`config.mk`:
```
export PLATFORM = sky130hd
export DESIGN_NAME = regdump_streamer
export DESIGN_NICKNAME = d
export VERILOG_FILES = /design/src/rtl/regdump_streamer.sv
export SDC_FILE = /design/constraint.sdc
export NUM_CORES = 1
export LEC_CHECK = 0
export BUFFER_PORTS_ARGS = -buffer_cell sky130_fd_sc_hd__buf_2
export CAP_MARGIN = 30
export CORE_ASPECT_RATIO = 0.6
export CORE_MARGIN = 1
export CORE_UTILIZATION = 25
export DETAILED_ROUTE_END_ITERATION = 12
export PLACE_DENSITY = 0.46
export SYNTH_ARGS = -nofsm -noshare
export SYNTH_HDL_FRONTEND = slang
export SYNTH_SLANG_ARGS = --single-unit
```
`constraint.sdc`:
```
create_clock -name clk -period 2.4 [get_ports clk]
set_clock_uncertainty 0.1 [all_clocks]
set_input_delay 0.12 -clock clk [delete_from_list [all_inputs] [get_ports clk]]
set_output_delay 0.12 -clock clk [all_outputs]
set_load 0.02 [all_outputs]
```
`src/rtl/regdump_streamer.sv`:
```
// Register-file dump streamer: on the rising edge of halted, walks registers
// 0..NREGS-1 through a spare regfile read port and emits one beat per
// valid/ready handshake, then holds done until halted falls.
module regdump_streamer #(
  parameter int unsigned XLEN  = 32,
  parameter int unsigned NREGS = 32
) (
  input  logic            clk,
  input  logic            rst_b,
  input  logic            halted_i,
  output logic [4:0]      rf_rnum_o,
  input  logic [XLEN-1:0] rf_rdata_i,
  output logic            busy_o,
  output logic            dump_valid_o,
  input  logic            dump_ready_i,
  output logic [4:0]      dump_idx_o,
  output logic [XLEN-1:0] dump_data_o,
  output logic            dump_last_o,
  output logic            done_o
);

  localparam int unsigned IW = 5;
  localparam logic [IW-1:0] LastIdx = IW'(NREGS - 1);

  typedef enum logic [1:0] {StIdle, StRead, StSend, StDone} state_e;

  state_e            state_q, state_d;
  logic [IW-1:0]     idx_q, idx_d;
  logic              halted_q;
  logic              valid_q, valid_d;
  logic [IW-1:0]     beat_idx_q, beat_idx_d;
  logic [XLEN-1:0]   beat_data_q, beat_data_d;
  logic              beat_last_q, beat_last_d;
  logic              start;

  // Only a fresh rise of halted starts a dump; it is acted on in StIdle only.
  assign start = halted_i && !halted_q;

  // Next-state: walk idx through READ/SEND pairs, holding the beat until accepted.
  always_comb begin
    state_d     = state_q;
    idx_d       = idx_q;
    valid_d     = valid_q;
    beat_idx_d  = beat_idx_q;
    beat_data_d = beat_data_q;
    beat_last_d = beat_last_q;
    case (state_q)
      StIdle: begin
        if (start) begin
          state_d = StRead;
          idx_d   = '0;
        end
      end
      StRead: begin
        beat_data_d = rf_rdata_i;
        beat_idx_d  = idx_q;
        beat_last_d = (idx_q == LastIdx);
        valid_d     = 1'b1;
        state_d     = StSend;
      end
      StSend: begin
        if (dump_ready_i) begin
          valid_d = 1'b0;
          if (beat_last_q) begin
            state_d = StDone;
          end else begin
            idx_d   = idx_q + IW'(1);
            state_d = StRead;
          end
        end
      end
      StDone: begin
        if (!halted_i) begin
          state_d = StIdle;
          idx_d   = '0;
        end
      end
      default: state_d = StIdle;
    endcase
  end

  // State, index, halt edge detector and output beat registers.
  always_ff @(posedge clk or negedge rst_b) begin
    if (!rst_b) begin
      state_q     <= StIdle;
      idx_q       <= '0;
      halted_q    <= 1'b0;
      valid_q     <= 1'b0;
      beat_idx_q  <= '0;
      beat_data_q <= '0;
      beat_last_q <= 1'b0;
    end else begin
      state_q     <= state_d;
      idx_q       <= idx_d;
      halted_q    <= halted_i;
      valid_q     <= valid_d;
      beat_idx_q  <= beat_idx_d;
      beat_data_q <= beat_data_d;
      beat_last_q <= beat_last_d;
    end
  end

  // Outputs decoded from registered state so reset clears them immediately.
  always_comb begin
    rf_rnum_o    = idx_q;
    busy_o       = (state_q == StRead) || (state_q == StSend);
    done_o       = (state_q == StDone);
    dump_valid_o = valid_q;
    dump_idx_o   = beat_idx_q;
    dump_data_o  = beat_data_q;
    dump_last_o  = beat_last_q;
  end

endmodule

```
==> results by group <==
Run status
  – Status: completed

Route
  – Vias post-DR: 1466
  – Post-route ant nets: 0
  – Iteration-0 DRC Markers: 33
  – Residual DRC: 0
  – First-pass iteration count of the detailed router: 4
  – Drt total wl: 4.57 mm
  – Vias per cell: 4.11
  – Post-DR wirelength/cell: 12.8 µm

Final layout
  – Most frequent cells in the layout: buf_2 (81), dfrtp_1 (47), mux2_2 (38)
  – Area grow syn2layout: 53.8%
  – Nets: 297
  – Most common cell after layout, fill and taps aside: buf_2
  – N_diodes: 0
  – Share of cells above drive strength 1: 0.510
  – Fill count: 699

Setup path
  – Crit Path Max Fanout: 9
  – Cell Chain, Critical Path: inv_1, ha_1, nor2b_1, a2111o_1, or3_1, nand3_1
  – Critical path class: reg -> reg
  – Slowest-stage cell, CP: a2111o_1
  – Worst EP required: 2520 ps
  – Reg2Reg Setup Slack: 310 ps
  – Worst r2r path cells: 6
  – Reg2reg start: state_q[0]
  – CP Capture Type: flop
  – Crit path largest cell delay: 410 ps
  – Reg2reg end: rf_rnum_o[2]
  – Critical path arrival: 2210 ps
  – Crit start category: flop

Worst hold path
  – Hold Path End: dump_valid_o
  – Hold Path Stages: 4
  – Hold Startpoint: dump_ready_i
  – Worst hold path type: in -> reg

Power and ir drop
  – Clk pwr share: 0.200
  – Overall power: 3.84 mW
  – Pleak: 1.44 nW
  – Sw frac: 0.377
  – VDD IR max: 0.588 mV
  – Sequential Power Share: 0.346
  – P_int: 2.39 mW
  – Net Switching: 1.44 mW
  – Power per cell area: 1290 mW/mm²
  – Combinational Power Share: 0.454

Clock network
  – CTS tree: built
  – Num CTS Buffers: 5
  – CTS Root Cell: clkbuf_16
  – Post-CTS Setup Bufs: 0
  – H-Tree Depth: 2
  – Clk buf depth: 2
  – CTS sink cnt: 47
  – Clock Pin Slew Worst Setup and Hold Paths: 60 ps
  – Clock Latency Late Sink: 280 ps

Flow run
  – Max-Cap Viols: 0

Yosys
  – Syn_nets: 178
  – Syn. warnings: 0
  – Seq/Total Area, Yosys: 0.610
  – #FFs+latches synth: 47
  – Synthesized area: 0.00193 mm²
  – Synth cell types: 24
  – Syn Inst Count: 134
  – Syn_area_per_cell: 14.4 µm²

Die
  – I/O pins: 82
  – Die area: 0.00807 mm²
  – CORE AREA: 0.00736 mm²
  – Initial Utilization: 0.262
  – Row count: 24
  – Die W: 115 µm
  – Overall die height: 70.0 µm

Placed design
  – Post-DP HPWL: 2.95 mm
  – Buffers on Ports: 81
  – Dpl ws: 325 ps
  – RD Place Congestion: 0.731

Global routing
  – Grt ovf: 0
  – Vias in the first global route: 1509
  – Initial antenna violation count: 0
  – Pin count of the biggest net entering global routing: 41
  – Total GRT Usage: 0.119
  – First-pass GRT wire length: 7.29 mm

Timing
  – Fmax achieved: 478 MHz
  – Worst-Margin Slew: 628 ps
  – Period minus WS final: 2090 ps
  – Hold slack: 98.3 ps
  – Setup ws final: 308 ps
  – Total negative slack: 0 ps
  – Slew Viols, Final: 0
  – Final hold violation count: 0
  – RSZ-0062 raised after global routing: no
  – Tcrit/Tclk final: 0.872
  – Final setup viols: 0
  – Rel. slew slack: 0.582
[stage by stage]
| stage | std cells | util | area [µm²] |
|---|---|---|---|
| 2_1_floorplan | 134 | - | 1930 |
| 3_3_place_gp | 316 | 0.335 | 2460 |
| 3_5_place_dp | 316 | 0.335 | 2460 |
| 4_1_cts | 357 | 0.403 | 2960 |
| 5_1_grt | 357 | 0.403 | 2960 |
| 6_report | 357 | 0.403 | 2960 |
[worst max-delay path, delay by kind of cell, from the launching register on]
family	cells	cell delay [ps]
flip-flops	1	390
adder cells (fa/ha/maj)	1	340
AO/OA/AOI/OAI	1	410
AND/OR/NAND/NOR	3	670
buffers and inverters	1	120
[layout make-up]
cell class / instances / area (µm²) / share of cell area
inverter: 3 / 11.3 / 0.00380
clock buffer: 6 / 129 / 0.0435
clock inverter: 1 / 30.0 / 0.0101
tap: 104 / 130 / 0.0439
sequential: 47 / 1180 / 0.397
multi-input combinational: 78 / 718 / 0.242
timing repair buffer: 118 / 768 / 0.259
[power groups by stage]
stage | Combinational [mW] | Sequential (mW) | Clock, mW
finish | 1.74 | 1.33 | 0.766
global route | 1.90 | 1.38 | 0.827
global placement | 1.71 | 1.33 | 0
floorplan | 0.782 | 1.73 | 0
CTS | 1.76 | 1.33 | 0.801
detailed placement | 1.72 | 1.34 | 0
[state kept, by name, indices dropped and copies added, names as in the netlist]
register,count
dump_data_o,32
dump_idx_o,5
rf_rnum_o,5
state_q,2
dump_last_o,1
dump_valid_o,1
halted_q,1
[synthesized netlist by cell type]
master	n	area, µm²
clkbuf_2	1	5.00
nand2_1	8	30.0
clkbuf_1	5	18.8
o21ai_0	5	25.0
ha_1	8	100
nand3b_1	2	15.0
and3_1	1	6.26
or3_1	1	6.26
and2_1	1	6.26
a31oi_1	1	6.26
inv_1	3	11.3
mux2_2	38	428
mux2i_1	1	10.0
a211oi_1	1	7.51
a21o_1	1	7.51
a22o_1	1	8.76
nor4b_1	1	8.76
o22ai_1	1	6.26
nor2b_1	1	6.26
dfrtp_1	47	1180
a21oi_1	2	10.0
nand2b_1	1	6.26
a2111o_1	1	11.3
nand3_1	2	10.0
[metal layers]
metal | track usage | wire [µm] | share of wire | vias to the layer above
li1 | - | - | - | 712
met1 | 0.162 | 2250 | 0.49 | 686
met2 | 0.171 | 1850 | 0.40 | 63
met3 | 0.0521 | 428 | 0.094 | 5
met4 | 0.0346 | 35 | 0.0077 | 0
met5 | 0 | 0 | 0 | -
[worst max-delay path by stage]
stage,start,slack (ps),to,cells past startpoint
CTS,state_q[0],310,rf_rnum_o[2],6
floorplan,state_q[1],420,rf_rnum_o[2],7
global route,state_q[0],190,rf_rnum_o[2],6
global placement,state_q[0],360,rf_rnum_o[2],6
detailed placement,state_q[0],320,rf_rnum_o[2],6
finish,state_q[0],310,rf_rnum_o[2],6
[repair_timing]
action,CTS,global route
setup endpoints to repair,0,0
gates resized for setup,0,0
endpoints found under the hold margin,58,0
hold buffers,34,0
[cell families after synthesis]
logic type / synth area share
muxes: 0.227
and+or+nand+nor: 0.0494
AOI/OAI and AO/OA: 0.0429
adders and majority gates: 0.0520
DFF: 0.610
buffers and inverters: 0.0182
(Power assumes the default switching activity.)
